--- src/rtl/condicionador_botoes_prova_if.sv ---
// Button conditioner bundle: raw button levels and control in, conditioned play out.
// The master side (datapath / bench) drives the inputs; the slave side is the conditioner.
interface condicionador_botoes_prova_if;
   logic [15:0] botoes;
   logic        habilita;
   logic        zera;
   logic [15:0] jogada;
   logic [3:0]  jogada_codigo;
   logic        jogada_pulso;
   logic        erro_multiplo;
   logic [3:0]  db_estado;

   modport master (
      output botoes, habilita, zera,
      input  jogada, jogada_codigo, jogada_pulso, erro_multiplo, db_estado
   );

   modport slave (
      input  botoes, habilita, zera,
      output jogada, jogada_codigo, jogada_pulso, erro_multiplo, db_estado
   );
endinterface

--- src/rtl/condicionador_botoes_prova.sv ---
// Synchronises and debounces the 16-button vector as a whole. Each clean single-button
// press is delivered once as a one-hot play, its code and a strobe; multi-presses are flagged.
module condicionador_botoes_prova #(
   parameter int DEBOUNCE_CICLOS = 50000,
   parameter int CONT_W          = 16
) (
   input logic                         clock,
   input logic                         reset,
   condicionador_botoes_prova_if.slave bus
);

   typedef enum logic [3:0] {
      INICIAL     = 4'd0,
      ESTABILIZA  = 4'd1,
      VALIDA      = 4'd2,
      PRESSIONADO = 4'd3,
      SOLTA       = 4'd4,
      MULTIPLO    = 4'd5
   } estado_t;

   localparam logic [CONT_W-1:0] CONT_FIM = CONT_W'(DEBOUNCE_CICLOS - 1);

   estado_t           estado, proximo;
   logic [15:0]       sinc1, s, amostra;
   logic [CONT_W-1:0] contador;
   logic [15:0]       jogada_r;
   logic [3:0]        codigo_r;
   logic              erro_r;
   logic              captura, zera_cont, incrementa, carrega, marca_erro;
   logic              fim_contagem, amostra_unica;
   logic [3:0]        codigo_amostra;

   always_ff @(posedge clock or posedge reset) begin
      if (reset) begin
         sinc1 <= '0;
         s     <= '0;
      end else begin
         sinc1 <= bus.botoes;
         s     <= sinc1;
      end
   end

   // A non-zero vector with no bit left after clearing its lowest set bit is one-hot.
   assign fim_contagem  = (contador == CONT_FIM);
   assign amostra_unica = (amostra != '0) && ((amostra & (amostra - 16'd1)) == '0);

   always_comb begin
      codigo_amostra = '0;
      for (int k = 0; k < 16; k++) begin
         if (amostra[k]) codigo_amostra = 4'(k);
      end
   end

   always_ff @(posedge clock or posedge reset) begin
      if (reset) estado <= INICIAL;
      else       estado <= proximo;
   end

   always_comb begin
      proximo    = estado;
      captura    = 1'b0;
      zera_cont  = 1'b0;
      incrementa = 1'b0;
      carrega    = 1'b0;
      marca_erro = 1'b0;
      case (estado)
         INICIAL: begin
            if (s != '0) begin
               if (bus.habilita) begin
                  captura   = 1'b1;
                  zera_cont = 1'b1;
                  proximo   = ESTABILIZA;
               end else begin
                  proximo = PRESSIONADO;
               end
            end
         end
         ESTABILIZA: begin
            if (s != amostra)       proximo = INICIAL;
            else if (!bus.habilita) proximo = PRESSIONADO;
            else if (fim_contagem) begin
               if (amostra_unica) begin
                  carrega = 1'b1;
                  proximo = VALIDA;
               end else begin
                  marca_erro = 1'b1;
                  proximo    = MULTIPLO;
               end
            end else begin
               incrementa = 1'b1;
            end
         end
         VALIDA: proximo = PRESSIONADO;
         PRESSIONADO, MULTIPLO: begin
            if (s == '0) begin
               zera_cont = 1'b1;
               proximo   = SOLTA;
            end
         end
         // Any non-zero sample during the release window is a bounce back to pressed.
         SOLTA: begin
            if (s != '0)          proximo = PRESSIONADO;
            else if (fim_contagem) proximo = INICIAL;
            else                   incrementa = 1'b1;
         end
         default: proximo = INICIAL;
      endcase
   end

   always_ff @(posedge clock or posedge reset) begin
      if (reset) begin
         amostra  <= '0;
         contador <= '0;
      end else begin
         if (captura) amostra <= s;
         if (zera_cont)       contador <= '0;
         else if (incrementa) contador <= contador + 1'b1;
      end
   end

   // zera wins over a load on the same edge; the FSM still emits the pulse.
   always_ff @(posedge clock or posedge reset) begin
      if (reset) begin
         jogada_r <= '0;
         codigo_r <= '0;
         erro_r   <= 1'b0;
      end else if (bus.zera) begin
         jogada_r <= '0;
         codigo_r <= '0;
         erro_r   <= 1'b0;
      end else begin
         if (carrega) begin
            jogada_r <= amostra;
            codigo_r <= codigo_amostra;
            erro_r   <= 1'b0;
         end
         if (marca_erro) erro_r <= 1'b1;
      end
   end

   assign bus.jogada        = jogada_r;
   assign bus.jogada_codigo = codigo_r;
   assign bus.erro_multiplo = erro_r;
   assign bus.jogada_pulso  = (estado == VALIDA);
   assign bus.db_estado     = estado;

endmodule

--- src/flat_wrapper.sv ---
// flat-port wrapper written by rule: the top's interface ports become plain ports
module condicionador_botoes_prova_flat 
#(
   parameter int DEBOUNCE_CICLOS = 50000,
   parameter int CONT_W          = 16
)
  (clock, reset, bus_botoes, bus_habilita, bus_zera, bus_jogada, bus_jogada_codigo, bus_jogada_pulso, bus_erro_multiplo, bus_db_estado);
  condicionador_botoes_prova_if bus_i ();
  input logic clock;
  input logic reset;
  input wire logic [$bits(bus_i.botoes)-1:0] bus_botoes;
  input wire logic [$bits(bus_i.habilita)-1:0] bus_habilita;
  input wire logic [$bits(bus_i.zera)-1:0] bus_zera;
  output wire logic [$bits(bus_i.jogada)-1:0] bus_jogada;
  output wire logic [$bits(bus_i.jogada_codigo)-1:0] bus_jogada_codigo;
  output wire logic [$bits(bus_i.jogada_pulso)-1:0] bus_jogada_pulso;
  output wire logic [$bits(bus_i.erro_multiplo)-1:0] bus_erro_multiplo;
  output wire logic [$bits(bus_i.db_estado)-1:0] bus_db_estado;
  assign bus_i.botoes = bus_botoes;
  assign bus_i.habilita = bus_habilita;
  assign bus_i.zera = bus_zera;
  assign bus_jogada = bus_i.jogada;
  assign bus_jogada_codigo = bus_i.jogada_codigo;
  assign bus_jogada_pulso = bus_i.jogada_pulso;
  assign bus_erro_multiplo = bus_i.erro_multiplo;
  assign bus_db_estado = bus_i.db_estado;
  condicionador_botoes_prova #(.DEBOUNCE_CICLOS(DEBOUNCE_CICLOS), .CONT_W(CONT_W)) u_core (.clock(clock), .reset(reset), .bus(bus_i));
endmodule
--- config.mk ---
export PLATFORM = sky130hd
export DESIGN_NAME = condicionador_botoes_prova_flat
export DESIGN_NICKNAME = d
export VERILOG_FILES = /design/src/rtl/condicionador_botoes_prova_if.sv /design/src/rtl/condicionador_botoes_prova.sv /design/src/flat_wrapper.sv
export SDC_FILE = /design/constraint.sdc
export NUM_CORES = 1
export LEC_CHECK = 0
export ABC_AREA = 1
export BUFFER_PORTS_ARGS = -buffer_cell sky130_fd_sc_hd__clkbuf_2
export CORE_UTILIZATION = 60
export DETAILED_ROUTE_END_ITERATION = 6
export PLACE_DENSITY = 0.87
export SYNTH_ARGS = -nofsm -noshare
export SYNTH_HDL_FRONTEND = slang
export SYNTH_SLANG_ARGS = --single-unit
--- constraint.sdc ---
create_clock -name clock -period 4.4 [get_ports clock]
set_input_delay 0.88 -clock clock [delete_from_list [all_inputs] [get_ports clock]]
set_output_delay 0.88 -clock clock [all_outputs]
set_load 0.05 [all_outputs]
======== Yosys cells after proc, flatten, opt, wreduce, memory -nomap -nowiden ========
Index checks and enable logic that the tools add are counted.
cells by class
  eq/ne operators ......................... 11
  mux-type cells .......................... 54
  reductions and logical operators ........ 11
  add/subtract/negate cells ............... 2
  bitwise gates (word level) .............. 1
operators by type and width
  cell                     number
  $mux W4                  17
  $mux W16                 4
  $logic_not A16 Y1        2
  $reduce_bool A16 Y1      2
  $mux W1                  22
  $pmux W4 S5              1
  $add A16 B1 Y16 const B  1
  $and A16 B16 Y16         1
  $eq A16 B16 Y1 const B   1
  $ne A16 B16 Y1           1
  $sub A16 B1 Y16 const B  1
  $mux W3                  5
  $eq A4 B2 Y1 const B     2
  $eq A4 B3 Y1 const B     2
  $mux W2                  3
  $eq A4 B1 Y1 const B     1
  $logic_not A4 Y1         1
  $ne A2 B1 Y1 const B     2
  $ne A4 B2 Y1 const B     1
  $pmux W1 S2              2
  $reduce_and A4 Y1        1
  $reduce_bool A2 Y1       2
  $ne A3 B1 Y1 const B     1
  $reduce_bool A3 Y1       1
  other kinds (2)          2
word-level totals
  bits in registers ....................... 89
  input port bits ......................... 20
  output and inout bits ................... 26

======== Longest topological paths before layout ========
  word-level depth ........................ 17
  depth in mapped cells ................... 15
  depth with buffers taken out ............ 14

======== Least setup slack after synthesis ========
No wires, ideal clock.
  path type ............................... flip-flop to output port
  from .................................... register u_core.estado[1], in the netlist u_core.bus.db_estado[1]
  to ...................................... output port bus_jogada_pulso
  path buffers ............................ 0
  data arrival time ....................... 1.903 ns
  stages on the path, launching flop included .. 3
  required time ........................... 3.520 ns
  path slack .............................. 1.617 ns
  cells stage by stage .................... dfrtp_1 > inv_1 > nor3_1
on the way
  longest elaborated chain between the ends .. 1
ends and longest elaborated chain
  what                    line                               RTL
  start, declared         condicionador_botoes_prova.sv:23   estado_t estado, proximo;
  start signal, assigned  condicionador_botoes_prova.sv:56   else estado <= proximo;
  $eq A4 B2 Y1            condicionador_botoes_prova.sv:144  assign bus.jogada_pulso = (estado == VALIDA);
  end, declared           flat_wrapper.sv:16                 output wire logic [$bits(bus_i.jogada_pulso)-1:0] bus_jogada_pulso;
No other way between the ends.

======== Worst setup path in the final report ========
  from .................................... register u_core.s[14]
  to ...................................... register u_core.contador[14]
on the way
  longest elaborated chain between the ends .. 4
  elaborated cells between the ends (all ways) .. 11
  classes of those cells .................. eq/ne: 1; mux: 7; reduce/logical: 3
ends and longest elaborated chain
  what                                                      line                               RTL
  start, declared                                           condicionador_botoes_prova.sv:24   logic [15:0] sinc1, s, amostra;
  start signal, assigned                                    condicionador_botoes_prova.sv:39   s <= sinc1;
  $ne A16 B16 Y1, or another cell as far along              condicionador_botoes_prova.sv:79   if (s != amostra) proximo = INICIAL;
  $mux W1, on equally long branches                         -
  $pmux W1 S2                                               condicionador_botoes_prova.sv:66   case (estado)
  $reduce_bool A2 Y1 (no line) or $mux W16 (tied branches)  -
  end signal, assigned                                      condicionador_botoes_prova.sv:117  else if (incrementa) contador <= contador + 1'b1;
  end, declared                                             condicionador_botoes_prova.sv:25   logic [CONT_W-1:0] contador;
Parallel ways exist; a longest one is shown, timed or not.
A chain may end at the register's enable or synchronous reset.

==> summary.md <==
| Metric | Value |
|---|---|
| CP endpoint kind | register |
| Area growth, synth to finish | 10.6% |
| Syn_nets | 587 |
| Most common cell after layout, fill and taps aside | nand2_1 |
| Avg Inst Size Synth | just under 8 sq um |
| Switching part of the total power | a little over two fifths |
| Die Width | roughly 89 um |
| TritonCTS Buffers | 9 |
| Unique masters post-synth | 34 |
| Clk_lat worst skew | approximately 360 ps |
| Vias per std cell | approximately 5.3 |
| Tmin final | about 2700 ps |
| Synthesized cell area | approximately 0.0045 sq mm |
| Port buffer count | 44 |
| Clock Path Buffers | 2 |
| Finished Cell Area | 0.00496 sq mm |
| Hold path startpoint | u_core.sinc1[9] |
| Worst-margin pin slew | approximately 870 ps |
| Hpwl dp | between 6000 and 7000 um |
| 1st-pass router iterations | 5 |
| CTS Hold Bufs | 0 |
| Internal power | about 0.0015 W |
| WS Path Type | reg -> reg |
| Routability congestion estimate | about 0.97 |
| Fin nets | between 600 and 700 |
| Worst Setup Start Kind | register |
| Iteration-0 DRC Markers | between 200 and 300 |
| Most frequent cells in the layout | nand2_1 (176), dfrtp_1 (88), inv_1 (64), nor2_1 (57), clkbuf_2 (44) |
| Clock power share | 22.6% |
| CP max FO | 19 |
| RSZ-0062 raised after global routing | no |
| Final WL | just over 9000 um |
| First-pass GRT wire length | about 15000 um |
| Hold Path Class | reg -> reg |
| CTS tree | yes |
| Gate power share | between 30% and 40% |
| Yosys warns | 0 |
| Io pins | 46 |
| FF+latch area | 0.00220 sq mm |
| Arr. time, crit path | roughly 3000 ps |
| Vias in the first global route | about 3400 |
| Footprint of the multi-input gates | 0.00192 sq mm |
| Seq/Total Area, Yosys | slightly below 50% |
| Row cnt | 31 |
| DIE HEIGHT | 88.5 um |
| Crit path cell chain | inv_1, nand4_1, nor3_2, nand2_1, o21ai_1, inv_1, nand2_4, nand3_1, o21ai_0 |
| Total track usage | 25.5% |
| Diode count | 0 |
| Wire per inst | between 10 and 15 um |
| Antenna-violating nets left | 0 |
| Status | finished clean |
| Share of layout cells above drive strength 1 | around 16% |
| Cells after Synth | about 570 |
| NetSw | 0.00112 W |
| Core ar. | around 0.0073 sq mm |
| Peak supply drop | 0.253 mV |
| Post-CTS Resized | 0 |
| Max_slew headroom | slightly above 40% |
| FILL cells | approximately 620 |
| Number of max-cap violations | 0 |
| Die Area | just under 0.008 sq mm |
| Clock-pin slew on the worst setup and hold paths | ~90 ps |
| R2R Path Start | u_core.s[14] |
| Initial antenna violation count | 0 |
| Final Hold Viols | 0 |
| Crit-path leading delay family | simple AND/OR/NAND/NOR gates |
| Most frequent CP cell | inv_1 |
| Max-slew violations | 0 |
| Critical Path Start | u_core.s[14] |
| Slowest cell on crit path | o21ai_1 |
| Post-synth top area share | 49.1% |
| Number of H-tree levels | 3 |
| Initial cell density of the core | approximately 62% |
| Top cells by area, synth | dfrtp_1 (49%), nand2_1 (15%), inv_1 (5.4%) |
| Clock sink count | 88 |
| Max Fclk | between 300 and 400 MHz |
| Seq pwr share | between 40% and 50% |
| Required time of the worst setup path | between 4000 and 5000 ps |
| DRC Markers | 0 |
| Postcts setup bufs | 0 |
| Max incr delay on CP | just over 700 ps |
| Seq cells post-synth | approximately 90 |
| Setup-failing EPs final | 0 |
| Dpl cell area | about 0.0048 sq mm |
| CTS root buffer | clkbuf_8 |
| Leading area contributor after synthesis | dfrtp_1 |
| Setup TNS | 0 ps |
| Vias | about 3800 |
| Final hold slack | approximately 350 ps |
| P_leak | 2.55 nW |
| PD cells | between 500 and 600 mW/mm^2 |
| Clk_skew | about 9.4 ps |
| Grt ovf | 0 |
| WP buf/inv | 2 |
| Final period util | roughly 61% |
| Largest net degree at the start of global routing | 57 |
[cell type report]
| cell class | count | area share, % |
|---|---|---|
| Multi-Input combinational cell | 394 | 38.8 |
| Timing Repair Buffer | 46 | 4.74 |
| Inverter | 71 | 5.39 |
| Tap cell | 99 | 2.50 |
| Clock inverter | 6 | 1.46 |
| Sequential cell | 88 | 44.4 |
| Clock buffer | 10 | 2.77 |
[registers in the layout (all words and copies together), names as in the netlist]
name,cells
u_core.contador,16
u_core.bus.erro_multiplo,1
u_core.sinc1,16
u_core.bus.jogada,16
u_core.amostra,16
u_core.bus.db_estado,3
u_core.s,16
u_core.bus.jogada_codigo,4
[cell families after synthesis]
family | share of synthesized area [%]
other | 0.0835
buffers and inverters | 8.08
AO/OA/AOI/OAI | 8.33
XOR/XNOR | 3.71
adder cells (fa/ha/maj) | 0.279
flip-flops | 49.1
AND/OR/NAND/NOR | 30.5
[cell usage after synthesis, drive strengths merged]
cell    instances
nand3          31
nor4            5
inv            70
clkbuf          5
nor2           68
nand4          11
a21oi           5
dfrtp          88
o21a            2
o31ai           4
o21ai          51
clkinv          1
conb            1
xor2           14
a211oi          1
or2             2
nand2         180
ha              1
xnor2           5
nor3           13
buf             8
[power groups by stage]
stage	combinational (W)	sequential, W	clock (W)
2_1_floorplan	0.000727	0.00107	0
3_3_place_gp	0.000902	0.00109	0
3_5_place_dp	0.000920	0.00109	0
4_1_cts	0.000926	0.00108	0.000597
5_1_grt	0.00107	0.00110	0.000631
6_report	0.000932	0.00108	0.000588
[stage by stage]
| stage | setup WS, ps | power (W) | instances | util, % |
|---|---|---|---|---|
| 6_report | 1710 | 0.00260 | 714 | 68.4 |
| 5_1_grt | 1410 | 0.00280 | 714 | 68.4 |
| 4_1_cts | 1720 | 0.00260 | 714 | 68.4 |
| 3_5_place_dp | 1460 | 0.00201 | 698 | 65.5 |
| 3_3_place_gp | 1540 | 0.00199 | 698 | 65.5 |
| 2_1_floorplan | 1240 | 0.00180 | 566 | - |
[final timing paths]
check                                        end  cells after the start  slack [ps]
max                          u_core.contador[14]                      9        1710
min                                  u_core.s[9]                      0         350
max reg2reg                  u_core.contador[14]                      9        1710
min reg2reg                          u_core.s[9]                      0         350
max in group asynchronous  u_core.bus.jogada[13]                      3        2820
min in group asynchronous        u_core.sinc1[5]                      2         650
[routing by layer]
metal	global-route usage, %	part of all wire [%]	wire length [um]
met2	41.7	48	4340
met1	34.2	46	4170
met5	0	0	0
met3	4.01	4.5	409
met4	10.6	2.1	192
Note: power is estimated with default switching activity, not from simulation.
